## src/rtl/vxv_pkg.sv

```systemverilog
// Shared definitions for the vector-x-vector datapath: default widths, padding
// arithmetic and the streaming FSM state type.
package vxv_pkg;

  localparam int VXV_ELEMENT_WIDTH = 32;
  localparam int VXV_NO_OF_UNITS   = 8;

  typedef enum logic {
    IDLE   = 1'b0,
    STREAM = 1'b1
  } state_e;

  // Zero elements appended so the vector fills a whole number of lane chunks.
  function automatic int calc_additional(input int n, input int units);
    return (units - (n % units)) % units;
  endfunction

  function automatic int calc_total(input int n, input int units);
    return n + calc_additional(n, units);
  endfunction

  function automatic int calc_chunks(input int n, input int units);
    return calc_total(n, units) / units;
  endfunction

endpackage

```

## src/rtl/vxv_slot_mem.sv

```systemverilog
// Slot storage for the vector bank: registered write of a zero-padded vector,
// combinational selection of one lane-wide chunk of a slot.
module vxv_slot_mem
  import vxv_pkg::*;
#(
  parameter int element_width = VXV_ELEMENT_WIDTH,
  parameter int n_elems       = 9,
  parameter int no_of_units   = VXV_NO_OF_UNITS,
  parameter int depth         = 4,
  parameter int addr_width    = 2,
  parameter int chunk_width   = 2
) (
  input  logic                               clk_i,
  input  logic                               wr_en_i,
  input  logic [addr_width-1:0]              wr_addr_i,
  input  logic [element_width*n_elems-1:0]   wr_data_i,
  input  logic [addr_width-1:0]              rd_addr_i,
  input  logic [chunk_width-1:0]             rd_chunk_i,
  output logic [element_width*no_of_units-1:0] rd_data_o
);

  localparam int TOTAL   = calc_total(n_elems, no_of_units);
  localparam int ROW_W   = element_width * TOTAL;
  localparam int CHUNK_W = element_width * no_of_units;

  logic [ROW_W-1:0] mem_q [depth];
  logic [ROW_W-1:0] padded;
  logic [ROW_W-1:0] row;
  logic [ROW_W-1:0] shifted;
  logic [31:0]      shamt;

  always_comb begin
    padded = '0;
    padded[ROW_W-1 -: element_width*n_elems] = wr_data_i;
  end

  always_ff @(posedge clk_i) begin
    if (wr_en_i) begin
      mem_q[wr_addr_i] <= padded;
    end
  end

  // A same-cycle write to the slot being read is forwarded so a start sees the new vector.
  always_comb begin
    row       = (wr_en_i && (wr_addr_i == rd_addr_i)) ? padded : mem_q[rd_addr_i];
    shamt     = 32'(rd_chunk_i) * 32'(CHUNK_W);
    shifted   = row << shamt;
    rd_data_o = shifted[ROW_W-1 -: CHUNK_W];
  end

endmodule

```

## src/rtl/vxv_vector_bank.sv

```systemverilog
// Multi-slot second-vector store: holds depth padded vectors and streams a
// selected one to the multiplier lanes, MS chunk first, under valid/ready.
module vxv_vector_bank
  import vxv_pkg::*;
#(
  parameter int element_width                   = VXV_ELEMENT_WIDTH,
  parameter int number_of_equations_per_cluster = 9,
  parameter int no_of_units                     = VXV_NO_OF_UNITS,
  parameter int depth                           = 4,
  parameter int slot_addr_width                 = 2,
  localparam int CHUNKS = calc_chunks(number_of_equations_per_cluster, no_of_units),
  localparam int IDX_W  = $clog2(CHUNKS) + 1
) (
  input  logic                                                  clk,
  input  logic                                                  rst_n,
  input  logic                                                  wr_valid,
  output logic                                                  wr_ready,
  input  logic [slot_addr_width-1:0]                            wr_addr,
  input  logic [element_width*number_of_equations_per_cluster-1:0] wr_data,
  input  logic                                                  clear,
  input  logic                                                  start_valid,
  output logic                                                  start_ready,
  input  logic [slot_addr_width-1:0]                            start_addr,
  output logic                                                  start_err,
  output logic                                                  out_valid,
  input  logic                                                  out_ready,
  output logic [element_width*no_of_units-1:0]                  out_data,
  output logic [IDX_W-1:0]                                      out_index,
  output logic                                                  out_last
);

  localparam logic [IDX_W-1:0] LAST_IDX = IDX_W'(CHUNKS - 1);

  state_e                           state_q, state_d;
  logic [slot_addr_width-1:0]       slot_q, slot_d;
  logic [depth-1:0]                 slot_valid_q, slot_valid_d;
  logic                             out_valid_q, out_valid_d;
  logic [element_width*no_of_units-1:0] out_data_q, out_data_d;
  logic [IDX_W-1:0]                 out_index_q, out_index_d;
  logic                             out_last_q, out_last_d;
  logic                             start_err_q, start_err_d;

  logic                             mem_wr_en;
  logic                             start_hit;
  logic [slot_addr_width-1:0]       rd_addr;
  logic [IDX_W-1:0]                 rd_chunk;
  logic [element_width*no_of_units-1:0] rd_data;

  assign wr_ready    = !((state_q == STREAM) && (wr_addr == slot_q));
  // clear wins over a write, so the array keeps pre-clear contents for a same-cycle start.
  assign mem_wr_en   = wr_valid && wr_ready && !clear;
  assign start_hit   = slot_valid_q[start_addr] || (mem_wr_en && (wr_addr == start_addr));
  assign start_ready = (state_q == IDLE);

  always_comb begin
    rd_addr  = slot_q;
    rd_chunk = (out_index_q == LAST_IDX) ? out_index_q : out_index_q + IDX_W'(1);
    if (state_q == IDLE) begin
      rd_addr  = start_addr;
      rd_chunk = '0;
    end
  end

  vxv_slot_mem #(
    .element_width(element_width),
    .n_elems      (number_of_equations_per_cluster),
    .no_of_units  (no_of_units),
    .depth        (depth),
    .addr_width   (slot_addr_width),
    .chunk_width  (IDX_W)
  ) u_mem (
    .clk_i     (clk),
    .wr_en_i   (mem_wr_en),
    .wr_addr_i (wr_addr),
    .wr_data_i (wr_data),
    .rd_addr_i (rd_addr),
    .rd_chunk_i(rd_chunk),
    .rd_data_o (rd_data)
  );

  always_comb begin
    slot_valid_d = slot_valid_q;
    if (mem_wr_en) begin
      slot_valid_d[wr_addr] = 1'b1;
    end
    if (clear) begin
      slot_valid_d = '0;
    end
  end

  always_comb begin
    state_d     = state_q;
    slot_d      = slot_q;
    out_valid_d = out_valid_q;
    out_data_d  = out_data_q;
    out_index_d = out_index_q;
    out_last_d  = out_last_q;
    start_err_d = 1'b0;
    case (state_q)
      IDLE: begin
        if (start_valid) begin
          if (start_hit) begin
            state_d     = STREAM;
            slot_d      = start_addr;
            out_valid_d = 1'b1;
            out_data_d  = rd_data;
            out_index_d = '0;
            out_last_d  = (CHUNKS == 1);
          end else begin
            start_err_d = 1'b1;
          end
        end
      end
      STREAM: begin
        if (clear || (out_ready && out_last_q)) begin
          state_d     = IDLE;
          out_valid_d = 1'b0;
          out_data_d  = '0;
          out_index_d = '0;
          out_last_d  = 1'b0;
        end else if (out_ready) begin
          out_data_d  = rd_data;
          out_index_d = out_index_q + IDX_W'(1);
          out_last_d  = ((out_index_q + IDX_W'(1)) == LAST_IDX);
        end
      end
      default: state_d = IDLE;
    endcase
  end

  always_ff @(posedge clk or negedge rst_n) begin
    if (!rst_n) begin
      state_q      <= IDLE;
      slot_q       <= '0;
      slot_valid_q <= '0;
      out_valid_q  <= 1'b0;
      out_data_q   <= '0;
      out_index_q  <= '0;
      out_last_q   <= 1'b0;
      start_err_q  <= 1'b0;
    end else begin
      state_q      <= state_d;
      slot_q       <= slot_d;
      slot_valid_q <= slot_valid_d;
      out_valid_q  <= out_valid_d;
      out_data_q   <= out_data_d;
      out_index_q  <= out_index_d;
      out_last_q   <= out_last_d;
      start_err_q  <= start_err_d;
    end
  end

  assign out_valid = out_valid_q;
  assign out_data  = out_data_q;
  assign out_index = out_index_q;
  assign out_last  = out_last_q;
  assign start_err = start_err_q;

endmodule
```

## config.mk

```make
export PLATFORM = sky130hd
export DESIGN_NAME = vxv_vector_bank
export DESIGN_NICKNAME = d
export VERILOG_FILES = /design/src/rtl/vxv_pkg.sv /design/src/rtl/vxv_slot_mem.sv /design/src/rtl/vxv_vector_bank.sv
export SDC_FILE = /design/constraint.sdc
export NUM_CORES = 2
export LEC_CHECK = 0
export CAP_MARGIN = 10
export CORE_ASPECT_RATIO = 1.75
export CORE_MARGIN = 1.5
export CORE_UTILIZATION = 55
export CTS_BUF_LIST = sky130_fd_sc_hd__clkbuf_4
export DETAILED_ROUTE_END_ITERATION = 12
export GPL_TIMING_DRIVEN = 0
export PLACE_DENSITY = 0.77
export SYNTH_ARGS = -nofsm -noshare
export SYNTH_HDL_FRONTEND = slang
export SYNTH_SLANG_ARGS = --single-unit
```

## constraint.sdc

```tcl
create_clock -name clk -period 50.2 [get_ports clk]
set_clock_uncertainty 0.2 [all_clocks]
set_input_delay 5.02 -clock clk [delete_from_list [all_inputs] [get_ports clk]]
set_output_delay 5.02 -clock clk [all_outputs]
set_load 0.05 [all_outputs]
```

==> flow_metrics.env <==
export IMPL_synth_top_family_by_area="multiplexers"
export IMPL_routabilityCongestion=0.848
export IMPL_yosys_area_share_simple=0.0274
export IMPL_cp_max_fo=7
export IMPL_setup_worst_path_end_class="primary output"
export IMPL_chipHeight_um=423
export IMPL_holdBufCountCts=0
export IMPL_setup_viol=0
export IMPL_grt_usage=0.274
export IMPL_postCtsSetupBuffers=0
export IMPL_synth_xor_area_frac=0.000947
export IMPL_max_cap_violations=0
export IMPL_worstMarginPinSlew_ns=1.11
export IMPL_die_area_um2=103000
export IMPL_outcome="finished clean"
export IMPL_rrSetupSlack_ns=45.96
export IMPL_yosys_cell_count_top_type="edfxtp_1"
export IMPL_synthArstFlopShare=0.189
export IMPL_synthesis_instances=2983
export IMPL_overflow=0
export IMPL_yosysTopAreaCell="edfxtp_1"
export IMPL_drv_slew=0
export IMPL_yosys_mux_area_fraction=0.169
export IMPL_powerDensity_nw_per_um2=49.3
export IMPL_cp_start_kind="primary input"
export IMPL_syn2layout_area_growth_pct=22.7
export IMPL_max_slew_margin=0.258
export IMPL_utilization=0.678
export IMPL_die_w_um=243
export IMPL_ys_flop_type="edfxtp_1"
export IMPL_p_leak_nw=25.3
export IMPL_hold_viol=0
export IMPL_cts_max_level=5
export IMPL_ys_ff_latch=1420
export IMPL_final_nets=4238
export IMPL_cts_sinks=1420
export IMPL_ys_warn_count=0
export IMPL_yosys_top_cells_area="edfxtp_1 62%, dfrtp_1 12%, mux4_2 11%"
export IMPL_ys_seq_area_frac=0.744
export IMPL_synthAdderAreaFrac=0.000677
export IMPL_rsz0062_at_grt="false"
export IMPL_drive_above_1_share=0.229
export IMPL_cts_tree="yes"
export IMPL_first_pass_iters=5
export IMPL_synth_fp_nets=3284
export IMPL_ios=561
export IMPL_grt_pass1_wl_um=208000
export IMPL_ir_drop_v=0.0000400
export IMPL_initialDrtViolationCount=2390
export IMPL_vias=32200
export IMPL_setup_tns_ns=0
export IMPL_period_minus_slack_ns=11.52
export IMPL_core_um2=100000
export IMPL_cts_root_buf="clkbuf_4"
export IMPL_crit_type="primary input to primary output"
export IMPL_post_synth_top_area_fraction=0.624
export IMPL_drc=0
export IMPL_synth_edf_count=1152
export IMPL_clk_path_buf_depth=4
export IMPL_place_hpwl_um=92200
export IMPL_wire_per_inst_um=25.1
export IMPL_synth_compound_area_frac=0.0395
export IMPL_yosysUniqueCellTypes=41
export IMPL_antenna_left=0
export IMPL_avgSynthCellArea_um2=18.6
export IMPL_rows=154
export IMPL_hp_class="flop to flop"
export IMPL_fin_crit_sh=0.229
export IMPL_synth_top_cells_by_count="1,152 x edfxtp_1, 350 x mux2i_1, 328 x nand2_1"
export IMPL_port_buffers=557
export IMPL_fill_cells=6690
export IMPL_cts_inserted_buffers=327
export IMPL_clk_pin_slew_worst_paths_ns=0.06
export IMPL_crit_arrival_ns=6.30
export IMPL_cts_resized_gates=0
export IMPL_syn_area_um2=55500
export IMPL_drt_wl_total_um=139000
export IMPL_viasPerCell=5.83
export IMPL_grt_pass1_vias=34100
export IMPL_antenna_found_initial=29
export IMPL_worstPathRequired_ns=44.98
export IMPL_clkLatencyLatePin_ns=1.23
export IMPL_clock_fmax_mhz=86.8
export IMPL_grt_max_degree=97
export IMPL_initial_core_util=0.553
==> sequential cells by signal (all words and copies together) (netlist names) <==
name / flops
u_mem.mem_q: 1152
out_valid: 1
start_err: 1
out_index: 2
slot_valid_q: 4
state_q: 1
slot_q: 2
out_data: 256
out_last: 1
==> layout make-up <==
cell class              count  area, um2  area share
diodes                     21       52.6    0.000772
plain buffers             189        982      0.0144
clock buffers             497       3730      0.0548
clock inverters            82        378     0.00555
inverters                   4       15.0    0.000221
multi-input cells        1370      13200       0.194
flip-flops and latches   1420      41300       0.607
well taps                1326       1660      0.0244
repair buffers            625       6770      0.0994
==> per-stage QoR <==
step | area, um2 | std cells | setup WS (ns) | power (mW) | hold slack (ns)
CTS | 68000 | 5513 | 38.71 | 3.38 | 0.280
global placement | 62700 | 4866 | 4.65 | 2.48 | 0.258
floorplan | 55500 | 2983 | 22.02 | 2.10 | 0.248
global route | 68100 | 5524 | 38.67 | 3.49 | 0.300
finish | 68100 | 5534 | 38.68 | 3.36 | 0.278
detailed placement | 63900 | 4934 | 38.71 | 2.48 | 0.265
==> cell families (layout without fill, tap and decap cells) <==
kind of cell,count (synthesis),count (layout)
DFF,1420,1420
muxes,612,612
and+or+nand+nor,382,382
AOI/OAI and AO/OA,367,367
buffers and inverters,193,1397
xor gates and xnor gates,6,6
adders and majority gates,3,3
other,0,21
==> cells in the final DEF (no fill, tap or decap), types with 4 or more instances in the layout <==
cell	synthesis	final
a211oi_1	32	32
a21o_1	6	6
a32o_1	32	32
buf_1	21	21
buf_12	0	17
buf_16	0	16
buf_2	71	71
buf_4	13	13
buf_6	18	49
buf_8	0	5
clkbuf_1	66	66
clkbuf_4	0	497
clkdlybuf4s50_1	0	556
clkinv_1	0	59
clkinv_2	0	14
dfrtp_1	268	268
diode_2	0	21
edfxtp_1	1152	1152
inv_2	1	8
mux2i_1	350	350
mux4_2	259	259
nand2_1	328	328
nand2b_1	4	4
nand3_1	33	33
nor2_1	6	4
o21ai_1	226	226
o22ai_1	63	63
xor2_1	4	4
==> worst paths after layout <==
check                           startpoint                 end  cells past startpoint
max                             wr_addr[0]            wr_ready                      4
min                        slot_valid_q[3]     slot_valid_q[3]                      1
max reg2reg                      slot_q[0]  u_mem.mem_q[0][69]                     12
min reg2reg                slot_valid_q[3]     slot_valid_q[3]                      1
max in group asynchronous            rst_n       out_data[191]                      2
min in group asynchronous            rst_n        out_data[99]                      1
==> report_power, final <==
group          total (mW)  switching (mW)  internal [mW]
logic               0.989           0.649          0.339
clock network       0.901           0.438          0.463
registers            1.47          0.0702           1.40
==> metal layers <==
metal  vias to the layer above  track usage  wire, um
met5                         -            0       214
met4                        30        0.114      4810
met3                       332       0.0878     13600
met2                      1553        0.449     69500
met1                     16300        0.336     50600
li1                      14000            -         -
==> worst max-delay path: stages <==
cell             delay (ns)
buf_2                  0.17
xnor2_1                0.16
nand3_1                0.09
clkdlybuf4s50_1        0.85
Power figures use the tool's default switching activity.
